<file path="config.mk">
export PLATFORM = sky130hd
export DESIGN_NAME = hazard_ctrl_unit
export DESIGN_NICKNAME = d
export VERILOG_FILES = /design/src/rtl/hazard_ctrl_unit_pkg.sv /design/src/rtl/hazard_ctrl_unit_sat_counter.sv /design/src/rtl/hazard_ctrl_unit.sv
export SDC_FILE = /design/constraint.sdc
export NUM_CORES = 1
export LEC_CHECK = 0
export ABC_CLOCK_PERIOD_IN_PS = 2350
export CAP_MARGIN = 20
export CORE_UTILIZATION = 40
export CTS_CLUSTER_SIZE = 25
export DETAILED_ROUTE_END_ITERATION = 6
export HOLD_SLACK_MARGIN = 0.02
export PLACE_DENSITY = 0.69
export SYNTH_ARGS = -nofsm -noshare
export SYNTH_HDL_FRONTEND = slang
export SYNTH_SLANG_ARGS = --single-unit
</file>
<file path="constraint.sdc">
create_clock -name clk -period 2.35 [get_ports clk]
set_clock_uncertainty 0.05 [all_clocks]
set_input_delay 0.3525 -clock clk [delete_from_list [all_inputs] [get_ports clk]]
set_output_delay 0.3525 -clock clk [all_outputs]
set_load 0.005 [all_outputs]
</file>
<file path="src/rtl/hazard_ctrl_unit_pkg.sv">
// Shared pipeline-control definitions: hazard FSM states, register index width,
// IF/ID flush NOP encoding and the source/destination match helper.
package pipe_ctrl_pkg;

  typedef enum logic [1:0] {
    RUN        = 2'd0,
    LOAD_STALL = 2'd1,
    FLUSH      = 2'd2,
    MEM_WAIT   = 2'd3
  } hz_state_t;

  localparam int REG_IDX_W = 4;

  // Flush counter only needs to hold FLUSH_CYCLES-1, at most 2.
  localparam int FLUSH_CNT_W = 2;

  // MOV r0, r0 (ARM, always-execute condition).
  localparam logic [31:0] NOP_INSTR = 32'hE1A0_0000;

  function automatic logic src_hit(input logic                 used,
                                   input logic [REG_IDX_W-1:0] src,
                                   input logic [REG_IDX_W-1:0] dst);
    return used && (src == dst);
  endfunction

endpackage

</file>
<file path="src/rtl/hazard_ctrl_unit_sat_counter.sv">
// Saturating up-counter with an asynchronous active-low clear; it stops at
// all-ones instead of wrapping.
module sat_counter #(
  parameter int WIDTH = 16
) (
  input  logic             clk,
  input  logic             clear_n,
  input  logic             en,
  output logic [WIDTH-1:0] count
);

  // Count enabled cycles, holding at the all-ones ceiling.
  always_ff @(posedge clk or negedge clear_n) begin
    if (!clear_n) begin
      count <= '0;
    end else if (en && (count != {WIDTH{1'b1}})) begin
      count <= count + WIDTH'(1);
    end
  end

endmodule

</file>
<file path="src/rtl/hazard_ctrl_unit.sv">
// Pipeline hazard controller: Mealy decode of load-use, taken-branch and
// data-memory wait events into PC / IF/ID / ID/EX gating, plus a stall counter.
module hazard_ctrl_unit
  import pipe_ctrl_pkg::*;
#(
  parameter int FLUSH_CYCLES = 1,
  parameter int CNT_W        = 16
) (
  input  logic                 clk,
  input  logic                 reset,
  input  logic [REG_IDX_W-1:0] id_rn,
  input  logic [REG_IDX_W-1:0] id_rm,
  input  logic                 id_rn_used,
  input  logic                 id_rm_used,
  input  logic [REG_IDX_W-1:0] ex_rd,
  input  logic                 ex_reg_write_enable,
  input  logic                 ex_mem_to_reg_select,
  input  logic                 ex_branch_taken,
  input  logic                 mem_busy,
  output logic                 pc_write_enable,
  output logic                 if_id_write_enable,
  output logic                 if_id_flush,
  output logic                 id_ex_bubble,
  output logic                 id_ex_hold,
  output logic [CNT_W-1:0]     stall_count
);

  localparam logic [FLUSH_CNT_W-1:0] FLUSH_LOAD = FLUSH_CNT_W'(FLUSH_CYCLES - 1);

  hz_state_t              state_r;
  hz_state_t              state_nxt_s;
  logic [FLUSH_CNT_W-1:0] flush_cnt_r;
  logic [FLUSH_CNT_W-1:0] flush_cnt_nxt_s;

  logic load_use_s;
  logic eval_run_s;
  logic lu_enable_s;
  logic pc_we_s;
  logic if_id_we_s;
  logic flush_s;
  logic bubble_s;
  logic hold_s;

  assign load_use_s = ex_mem_to_reg_select && ex_reg_write_enable &&
                      (src_hit(id_rn_used, id_rn, ex_rd) ||
                       src_hit(id_rm_used, id_rm, ex_rd));

  // Next-state and Mealy output decode; RUN evaluation is shared by the states
  // that fall back to normal behaviour in the same cycle.
  always_comb begin
    state_nxt_s     = state_r;
    flush_cnt_nxt_s = flush_cnt_r;
    pc_we_s         = 1'b1;
    if_id_we_s      = 1'b1;
    flush_s         = 1'b0;
    bubble_s        = 1'b0;
    hold_s          = 1'b0;
    eval_run_s      = 1'b0;
    lu_enable_s     = 1'b1;

    case (state_r)
      RUN: begin
        eval_run_s = 1'b1;
      end
      LOAD_STALL: begin
        eval_run_s  = 1'b1;
        lu_enable_s = 1'b0;
      end
      FLUSH: begin
        if (mem_busy) begin
          pc_we_s         = 1'b0;
          if_id_we_s      = 1'b0;
          hold_s          = 1'b1;
          flush_cnt_nxt_s = '0;
          state_nxt_s     = MEM_WAIT;
        end else if (ex_branch_taken) begin
          flush_s         = 1'b1;
          bubble_s        = 1'b1;
          flush_cnt_nxt_s = FLUSH_LOAD;
          state_nxt_s     = (FLUSH_LOAD == '0) ? RUN : FLUSH;
        end else if (flush_cnt_r <= FLUSH_CNT_W'(1)) begin
          flush_s         = 1'b1;
          bubble_s        = 1'b1;
          flush_cnt_nxt_s = '0;
          state_nxt_s     = RUN;
        end else begin
          flush_s         = 1'b1;
          bubble_s        = 1'b1;
          flush_cnt_nxt_s = flush_cnt_r - FLUSH_CNT_W'(1);
          state_nxt_s     = FLUSH;
        end
      end
      MEM_WAIT: begin
        if (mem_busy) begin
          pc_we_s     = 1'b0;
          if_id_we_s  = 1'b0;
          hold_s      = 1'b1;
          state_nxt_s = MEM_WAIT;
        end else begin
          eval_run_s = 1'b1;
        end
      end
      default: begin
        eval_run_s = 1'b1;
      end
    endcase

    if (eval_run_s) begin
      if (mem_busy) begin
        pc_we_s     = 1'b0;
        if_id_we_s  = 1'b0;
        hold_s      = 1'b1;
        state_nxt_s = MEM_WAIT;
      end else if (ex_branch_taken) begin
        flush_s         = 1'b1;
        bubble_s        = 1'b1;
        flush_cnt_nxt_s = FLUSH_LOAD;
        state_nxt_s     = (FLUSH_LOAD == '0) ? RUN : FLUSH;
      end else if (lu_enable_s && load_use_s) begin
        pc_we_s     = 1'b0;
        if_id_we_s  = 1'b0;
        bubble_s    = 1'b1;
        state_nxt_s = LOAD_STALL;
      end else begin
        state_nxt_s = RUN;
      end
    end else begin
      lu_enable_s = 1'b1;
    end
  end

  // Reset overrides the decoded controls immediately, without a clock edge.
  always_comb begin
    if (!reset) begin
      pc_write_enable    = 1'b0;
      if_id_write_enable = 1'b0;
      if_id_flush        = 1'b0;
      id_ex_bubble       = 1'b1;
      id_ex_hold         = 1'b0;
    end else begin
      pc_write_enable    = pc_we_s;
      if_id_write_enable = if_id_we_s;
      if_id_flush        = flush_s;
      id_ex_bubble       = bubble_s;
      id_ex_hold         = hold_s;
    end
  end

  // Hazard FSM state and remaining-flush counter.
  always_ff @(posedge clk or negedge reset) begin
    if (!reset) begin
      state_r     <= RUN;
      flush_cnt_r <= '0;
    end else begin
      state_r     <= state_nxt_s;
      flush_cnt_r <= flush_cnt_nxt_s;
    end
  end

  sat_counter #(
    .WIDTH (CNT_W)
  ) u_stall_cnt (
    .clk     (clk),
    .clear_n (reset),
    .en      (~pc_write_enable),
    .count   (stall_count)
  );

endmodule

</file>
==> results_dict.tcl, run 1 <==
set metrics [dict create \
    outcome "finished, violations left" \
    violations "DRC" \
    cts_root_buf "clkbuf_4" \
    placed_area_sq_um 1690 \
    crit_type "input pin to output port" \
    crit_arrival_ps 1870 \
    multi_input_area_sq_um 682 \
    cp-start-kind "input pin" \
    ys.flop_type "dfrtp_1" \
    crit_required_ps 1950 \
    r2r_cells 7 \
    wl_per_cell_microns 13.9 \
    ys_async_sr_fraction_pct 100 \
    avgSynthCellArea_sq_um 9.74 \
    worstPathCellList "clkdlybuf4s50_1, xor2_1, or4_4, nand2_2, o21bai_1, a31oi_1, buf_2" \
    grt_pass1_vias 1106 \
    crit_path_top_delay_cell "or4_4" \
    grt_pass1_wl_microns 4890 \
    drc 6 \
    report.final.slew_viol_count 0 \
    vias 1104 \
    portBuffers 40 \
    fmax_mhz 439 \
    critPathMaxFanout 3 \
    fin_nets 197 \
    switchingPower_mw 0.307 \
    row_count 19 \
    setup_viol 0 \
    rsz0062_at_grt "false" \
    ios 41 \
    antenna_cells 0 \
    p_per_area_nw_per_um2 585 \
    grt_max_degree 18 \
    antenna_left 0 \
    fin_total_pwr_mw 1.01 \
    htree_levels 1 \
    yosys.cell_types.count 32 \
    clock-sinks 20 \
    min_period_ps 2280 \
    postLayoutCoreUtil_pct 61.6 \
    syn-instance-count 124 \
    synth_warnings 0 \
    drive_gt1_share_pct 13.8 \
    internal-power_mw 0.704 \
    grt-ovfl-total 0 \
    start_util_pct 43.0 \
    tns_ps 0 \
    die_y_microns 56.9 \
    synth.cell_area_sq_um 1210 \
    fillers 254 \
    drv_cap 0 \
    p_leak_nw 0.734 \
    synth_edf_count 0 \
    final-seq-area_sq_um 500 \
    ir_drop_mv 0.224 \
    hold_ws_ps 380 \
    r2r_setup_slack_ps 310 \
    fin_crit_sh_pct 96.8 \
    ys_top_cells_by_count "20 x dfrtp_1, 14 x xnor2_1, 10 x nor2_1" \
    firstDrtPassIters 6 \
    gp_congestion 0.883 \
    wirelength_microns 2860 \
    clockBufferDepth 2 \
    numCtsBuffers 3 \
    vias_per_cell 5.39 \
    ys_top_cells_by_area "dfrtp_1 41%, xnor2_1 10%, o211ai_1 4.4%" \
    dieArea_sq_um 3240 \
    track_usage_pct 19.4 \
    clkPwrFrac_pct 15.6 \
    slew_headroom_pct 76.5 \
    hold_path.class "input pin to asynchronous set/reset pin" \
    synthToLayoutAreaGrowth_pct 43.1 \
    die_x_microns 56.9 \
    finalHoldViolCount 0 \
    path_clk_slew_ps 100 \
    final_area_sq_um 1730 \
    ys_ff_latch 20 \
    endpoint_kind "output port" \
    p_sw_share_pct 30.4 \
    antenna_found_initial 0 \
    drt_iter0_markers 27 \
    synth_top_area_share_pct 41.5 \
    cts_tree "done" \
    clk-insertion-delay-late_ps 290 \
    pwr-share-comb_pct 35.8 \
    power.share.sequential_pct 48.6 \
    max_stage_delay_ps 570 \
    hpwl_microns 2260 \
    worst_pin_slew_ps 352 \
    syn_nets 145 \
    synth_largest_area_cell "dfrtp_1" \
    coreArea_sq_um 2810 \
    synth.most_common_cell "dfrtp_1" \
    ys_seq_area_share_pct 41.5 \
]
metal layers:
metal / share of wire (%) / GRT usage (%)
met3: 4.9 / 3.40
met1: 42 / 22.5
met5: 0 / 0
met4: 0 / 8.01
met2: 53 / 35.3
critical path: cells and delay by family:
family	cells	cell delay, ps
buf+inv	2	540
compound gates	2	180
simple gates	2	650
xor+xnor	1	150
final timing paths:
path                                            start                     to
worst max-delay path                         id_rn[3]           id_ex_bubble
worst min-delay path                            reset         flush_cnt_r[0]
worst max register to register   u_stall_cnt.count[0]   u_stall_cnt.count[1]
worst min register to register  u_stall_cnt.count[15]  u_stall_cnt.count[15]
max in group asynchronous                       reset   u_stall_cnt.count[6]
min in group clk                u_stall_cnt.count[15]  u_stall_cnt.count[15]
cell usage in the layout, fill, tap and decap left out, types with 2 or more instances in the layout:
master           instances
clkdlybuf4s50_1         26
dfrtp_1                 20
xnor2_1                 14
nor2_1                   9
buf_4                    9
nand2_1                  7
o211ai_1                 7
dlygate4sd2_1            7
xor2_1                   6
and3_1                   6
nand3_1                  6
nor3_1                   5
nor2b_1                  4
nand4_1                  4
o2111ai_1                4
dlymetal6s2s_1           4
nand2b_1                 3
mux2_1                   3
clkbuf_4                 3
buf_2                    3
inv_1                    2
o21ai_0                  2
or4_4                    2
or2_1                    2
buf_6                    2
sequential cells by signal, summed over array words and instances, names as in the netlist:
signal,count
flush_cnt_r,2
state_r,2
u_stall_cnt.count,16
per-stage QoR:
stage / setup slack (ps) / cells
after floorplan: 274 / 124
after global placement: -426 / 200
after detailed placement: -444 / 200
after CTS: -31.2 / 206
after global routing: 7.30 / 205
final: 74.2 / 205
area by class of cell:
type,count,area share [%]
clock buffers,3,1.30
inverters,2,0.434
multi-input cells,98,39.5
flip-flops and latches,20,29.0
well taps,31,2.24
repair buffers,51,27.6
power by group through the flow:
stage / clock network (mW) / logic [mW] / registers [mW]
after global placement: 0 / 0.358 / 0.489
after CTS: 0.168 / 0.368 / 0.490
after floorplan: 0 / 0.154 / 0.485
after detailed placement: 0 / 0.373 / 0.497
after global routing: 0.180 / 0.394 / 0.504
final: 0.157 / 0.362 / 0.492
cell families (layout without fill, tap and decap cells):
| group | count (synthesis) | count (layout) | synth area share [%] |
|---|---|---|---|
| muxes | 3 | 3 | 2.80 |
| AOI/OAI and AO/OA | 22 | 22 | 14.6 |
| adders and majority gates | 1 | 1 | 1.04 |
| and+or+nand+nor | 52 | 52 | 23.1 |
| xor gates and xnor gates | 20 | 20 | 14.5 |
| buffers and inverters | 6 | 56 | 2.49 |
| DFF | 20 | 20 | 41.5 |
what timing repair did:
action,CTS,global route
setup endpoints to repair,3,5
hold buffers,0,0
resized for setup,22,5
hold endpoints to repair,0,0
pin swaps,5,10
setup buffers,3,0
Note: power is estimated with default switching activity, not from simulation.
==> inputs of run 2 (changes only) <==
- CORE_MARGIN: default -> 5
==> run 2 against run 1 <==
  * The flow now finishes without violations
  * Critical path depth is 1 lower
  * Die area increased by 30%
  * Setup slack worse by 4.4 ps
  * Utilization shrank 2.9 points
  * Final cell count grew 1.5%
  * Routed wire length is 5.6% higher
  * Sequential power down 1%
  * Fmax shrank 0.19%
  * Critical path type unchanged
  * Highest routed layer is now met4
==> results_dict.tcl, run 2 (synthesis results as in run 1) <==
set metrics [dict create \
    outcome "finished, final reports clean" \
    antenna_cells 0 \
    clock-sinks 20 \
    wl_met3_microns 158 \
    cts_tree "done" \
    place_ws_ps -475 \
    drc 0 \
    finalHoldViolCount 0 \
    gp_congestion 0.828 \
    p_per_area_nw_per_um2 600 \
    worst_pin_slew_ps 327 \
    die_y_microns 64.9 \
    r2r_setup_slack_ps 440 \
    crit_arrival_ps 1880 \
    endpoint_kind "output port" \
    vias_per_cell 5.39 \
    track_usage_pct 14.6 \
    setup_viol 0 \
    path_clk_slew_ps 120 \
    start_util_pct 40.5 \
    drive_gt1_share_pct 14.9 \
    synthToLayoutAreaGrowth_pct 44.8 \
    grt_pass1_vias 1139 \
    fin_ws_ps 69.8 \
    vias 1121 \
    portBuffers 40 \
    crit_required_ps 1950 \
    antenna_found_initial 0 \
    dp.cells 203 \
    grt_pass1_wl_microns 4840 \
    clockBufferDepth 2 \
    p_leak_nw 0.739 \
    fin_nets 197 \
    coreArea_sq_um 2980 \
    critPathMaxFanout 3 \
    rsz0062_at_grt "false" \
    cts_root_buf "clkbuf_4" \
    cts_hold_buf 0 \
    report.final.slew_viol_count 0 \
    wirelength_microns 3020 \
    antenna_left 0 \
    grt-ovfl-total 0 \
    wl_per_cell_microns 14.5 \
    ir_drop_mv 0.250 \
    fin_total_pwr_mw 1.05 \
    hpwl_microns 2390 \
    rr_startpoint "u_stall_cnt.count[0]" \
    hold_ws_ps 386 \
    reg2reg_to "u_stall_cnt.count[1]" \
    wl_met1_microns 1200 \
    r2r_cells 7 \
    cp-start-kind "input pin" \
    slew_headroom_pct 78.2 \
    largest_reg_flops 16 \
    htree_levels 1 \
    tns_ps 0 \
    dr_wl_met2_microns 1640 \
    top_register "u_stall_cnt.count" \
    fin_crit_sh_pct 97.0 \
    row_count 20 \
    fin_cells 208 \
    drv_cap 0 \
    most-common-layout-cells "25 x clkdlybuf4s50_1, 20 x dfrtp_1, 13 x xnor2_1, 9 x nor2_1, 9 x buf_4" \
    clk-insertion-delay-late_ps 300 \
    drt_iter0_markers 37 \
    final_common_cell "clkdlybuf4s50_1" \
    hold_path.class "input pin to asynchronous set/reset pin" \
    crit_type "input pin to output port" \
    firstDrtPassIters 4 \
    grt_max_degree 16 \
    fmax_mhz 439 \
    dr.max_layer_used "met4" \
    dieArea_sq_um 4220 \
    min_period_ps 2280 \
    top_regs "u_stall_cnt.count (16), flush_cnt_r (2), state_r (2)" \
    die_x_microns 64.9 \
    ios 41 \
    numCtsBuffers 3 \
]
run 2: changes by cell type in the layout (fill, tap and decap cells not counted):
cell	delta
clkbuf_8	+1
clkdlybuf4s15_1	+1
dlygate4sd2_1	+1
clkdlybuf4s50_1	-1
xnor2_2	+1
xnor2_1	-1
dlymetal6s2s_1	-1
run 2: report_power, final:
group	switching [mW]	internal [mW]
sequential	0.0778	0.409
combinational	0.125	0.234
clock	0.109	0.0945
total	0.311	0.737
run 2: worst max-delay path, stage by stage:
cell and delay, ps:
clkdlybuf4s50_1 440, xor2_1 150, or4_4 520, a21boi_4 210, nor2_2 70, buf_2 130
run 2: area by class of cell:
type,count,area (sq um)
Clock buffer,4,36.3
Fill cell,277,1230
Inverter,2,7.51
Multi-Input combinational cell,98,689
Sequential cell,20,500
Tap cell,33,41.3
Timing Repair Buffer,51,473
run 2: worst max path at each step:
stage,start,to,slack (ps),cells past startpoint
3_5_place_dp,ex_rd[1],id_ex_bubble,-480,7
6_report,id_rm[1],pc_write_enable,70,6
3_3_place_gp,ex_rd[1],id_ex_bubble,-440,7
5_1_grt,ex_rd[2],pc_write_enable,10,7
4_1_cts,id_rn_used,u_stall_cnt.count[14],6,8
2_1_floorplan,ex_rd[1],pc_write_enable,270,6
run 2: routing by layer:
layer | up-vias | track usage (%)
li1 | 546 | -
met1 | 541 | 15.6
met2 | 32 | 27.6
met3 | 2 | 2.60
met4 | 0 | 6.60
met5 | - | 0
run 2: metrics by stage:
stage	instance area, sq um	utilization [%]
2_1_floorplan	1210	-
3_3_place_gp	1700	57.1
3_5_place_dp	1700	57.1
4_1_cts	1720	57.8
5_1_grt	1750	58.7
6_report	1750	58.7
run 2: what timing repair did:
action	in CTS	in global routing
setup buffers	1	1
pin swaps	8	6
setup endpoints to repair	5	4
gates resized for setup	24	6
cloned	0	0
==> inputs of run 3 (changes only) <==
- CAP_MARGIN: 20 -> default
- SYNTH_HIERARCHICAL: default -> 1
==> run 3 against run 2 <==
  * Synthesized area down 1.6%
  * Critical path depth unchanged
  * Routed wire length down 0.13%
  * Sequential power up 3%
  * Design area up 1.1%
  * Combinational power up 11%
  * First-iteration DRC count up 27%
  * Setup slack worse by 9.8 ps
  * Die area down 1.3%
==> results_dict.tcl, run 3 <==
set metrics [dict create \
    r2r_cells 11 \
    gp_congestion 0.800 \
    ys_top_cells_by_area "dfrtp_1 42%, xnor2_1 9.6%, nand4_1 5.3%" \
    path_clk_slew_ps 100 \
    ys_ff_latch 20 \
    ys_seq_area_share_pct 42.1 \
    final-seq-area_sq_um 500 \
    crit_cells 6 \
    critical_path_buf_inv_count 3 \
    crit_required_ps 1950 \
    min_period_ps 2290 \
    ios 41 \
    p_per_area_nw_per_um2 597 \
    crit_arrival_ps 1890 \
    critPathMaxFanout 3 \
    synth_largest_area_cell "dfrtp_1" \
    grt_pass1_vias 1066 \
    setup_viol 0 \
    syn_nets 131 \
    report.final.slew_viol_count 0 \
    drt_iter0_markers 47 \
    hpwl_microns 2330 \
    synthToLayoutAreaGrowth_pct 48.6 \
    top_register "u_stall_cnt/count" \
    drc 0 \
    tns_ps 0 \
    drv_cap 0 \
    clockBufferDepth 2 \
    endpoint_kind "output port" \
    fin_total_pwr_mw 1.06 \
    finalHoldViolCount 0 \
    slew_headroom_pct 74.8 \
    setup.worst_path.end "if_id_write_enable" \
    multi_input_area_sq_um 694 \
    antenna_found_initial 0 \
    ys_async_sr_fraction_pct 100 \
    cts_hold_buf 0 \
    cp-startpoint "id_rm_used" \
    worstPathCellList "clkdlybuf4s50_1, nand4_1, o22a_1, buf_4, o311a_1, clkdlybuf4s15_1" \
    antenna_left 0 \
    max_stage_delay_ps 460 \
    placed_area_sq_um 1700 \
    grt_pass1_wl_microns 5070 \
    wl_per_cell_microns 15.2 \
    syn-instance-count 110 \
    start_util_pct 42.4 \
    final_common_cell "clkdlybuf4s50_1" \
    grt_max_degree 11 \
    crit_path_top_delay_cell "clkdlybuf4s50_1" \
    grt-ovfl-total 0 \
    numCtsBuffers 3 \
    synth_edf_count 0 \
    reg2reg_to "u_stall_cnt/count[10]" \
    cts_tree "done" \
    outcome "finished, final reports clean" \
    worst_pin_slew_ps 377 \
    yosys.cell_types.count 40 \
    synth_top_area_share_pct 42.1 \
    ys.flop_type "dfrtp_1" \
    vias_per_cell 5.65 \
    row_count 19 \
    coreArea_sq_um 2810 \
    track_usage_pct 15.1 \
    die_x_microns 64.5 \
    fin_nets 190 \
    portBuffers 40 \
    synth.cell_area_sq_um 1190 \
    clock-sinks 20 \
    synth.most_common_cell "dfrtp_1" \
    vias 1118 \
    r2r_setup_slack_ps 100 \
    fin_crit_sh_pct 97.4 \
    wirelength_microns 3020 \
    avgSynthCellArea_sq_um 10.8 \
    most-common-layout-cells "23 x clkdlybuf4s50_1, 20 x dfrtp_1, 14 x buf_4, 13 x xnor2_1, 13 x dlygate4sd2_1" \
    top_regs "u_stall_cnt/count (16), flush_cnt_r (2), state_r (2)" \
    crit_type "input pin to output port" \
    fmax_mhz 437 \
    rsz0062_at_grt "true" \
    htree_levels 1 \
    die_y_microns 64.5 \
    dieArea_sq_um 4160 \
    synth_warnings 6 \
    firstDrtPassIters 4 \
    fillers 231 \
    ir_drop_mv 0.374 \
    hold_path.class "flop to flop" \
    drive_gt1_share_pct 19.8 \
    cp-start-kind "input pin" \
    ys_top_cells_by_count "20 x dfrtp_1, 13 x xnor2_1, 10 x nand4_1" \
    cts_root_buf "clkbuf_4" \
    rr_startpoint "state_r[0]" \
    antenna_cells 0 \
    final_area_sq_um 1770 \
    largest_reg_flops 16 \
    p_leak_nw 0.735 \
    critPathTopFamily "buffers and inverters" \
    clk-insertion-delay-late_ps 290 \
]
## run 3: worst min-delay path by stage
| stage | start | end | slack, ps | cells past startpoint |
|---|---|---|---|---|
| 3_3_place_gp | flush_cnt_r[1] | flush_cnt_r[1] | 450 | 2 |
| 3_5_place_dp | flush_cnt_r[1] | flush_cnt_r[1] | 460 | 2 |
| 2_1_floorplan | reset | flush_cnt_r[0] | 7 | 0 |
| 5_1_grt | flush_cnt_r[1] | flush_cnt_r[1] | 500 | 2 |
| 6_report | flush_cnt_r[1] | flush_cnt_r[1] | 480 | 2 |
| 4_1_cts | flush_cnt_r[1] | flush_cnt_r[1] | 470 | 2 |
## run 3: power breakdown
group	total, mW	internal (mW)	switching, mW
clock	0.155	0.0596	0.0951
combinational	0.399	0.236	0.163
sequential	0.502	0.403	0.0986
## run 3: routing by layer
| metal | share of wire, % | track usage (%) | wire, microns | vias up |
|---|---|---|---|---|
| li1 | - | - | - | 544 |
| met1 | 47 | 20.8 | 1410 | 530 |
| met2 | 45 | 23.6 | 1360 | 42 |
| met3 | 7.5 | 5.01 | 226 | 2 |
| met4 | 0.70 | 2.37 | 21 | 0 |
| met5 | 0 | 0 | 0 | - |
## run 3: cells by family after synthesis
| kind of cell | Yosys count | share of synthesized area (%) |
|---|---|---|
| XOR/XNOR | 15 | 11.1 |
| multiplexers | 1 | 0.947 |
| adder cells (fa/ha/maj) | 1 | 1.05 |
| buffers and inverters | 3 | 1.26 |
| AND/OR/NAND/NOR | 45 | 27.8 |
| AO/OA/AOI/OAI | 25 | 15.8 |
| flip-flops | 20 | 42.1 |
## run 3: worst register-to-register path, stage by stage, from the launching register on
cell and delay, ps:
dfrtp_1 410, inv_2 70, o2111ai_1 120, o22a_1 270, o311ai_2 220, buf_4 160
buf_6 110, nand2_4 70, buf_4 160, nor3_2 190, nand4_1 150, xnor2_1 160
## run 3: through the flow
stage,std cells,util [%],hold WS [ps],setup WS (ps)
floorplan,110,-,6.91,55.9
global placement,191,60.7,454,-269
detailed placement,191,60.7,461,-320
CTS,196,61.6,474,30.8
global route,198,63.0,501,-71.5
finish,198,63.0,476,60.0
## run 3: what timing repair did
action,CTS,global route
endpoints found under the setup margin,6,14
gates resized for setup,17,9
pin swaps,11,11
setup buffers,3,2
hold endpoints to repair,0,0
## run 3: layout make-up
| cell class | instances | share of cell area (%) |
|---|---|---|
| Clock buffer | 3 | 1.27 |
| Inverter | 2 | 0.425 |
| Multi-Input combinational cell | 87 | 39.3 |
| Sequential cell | 20 | 28.3 |
| Tap cell | 31 | 2.20 |
| Timing Repair Buffer | 55 | 28.5 |
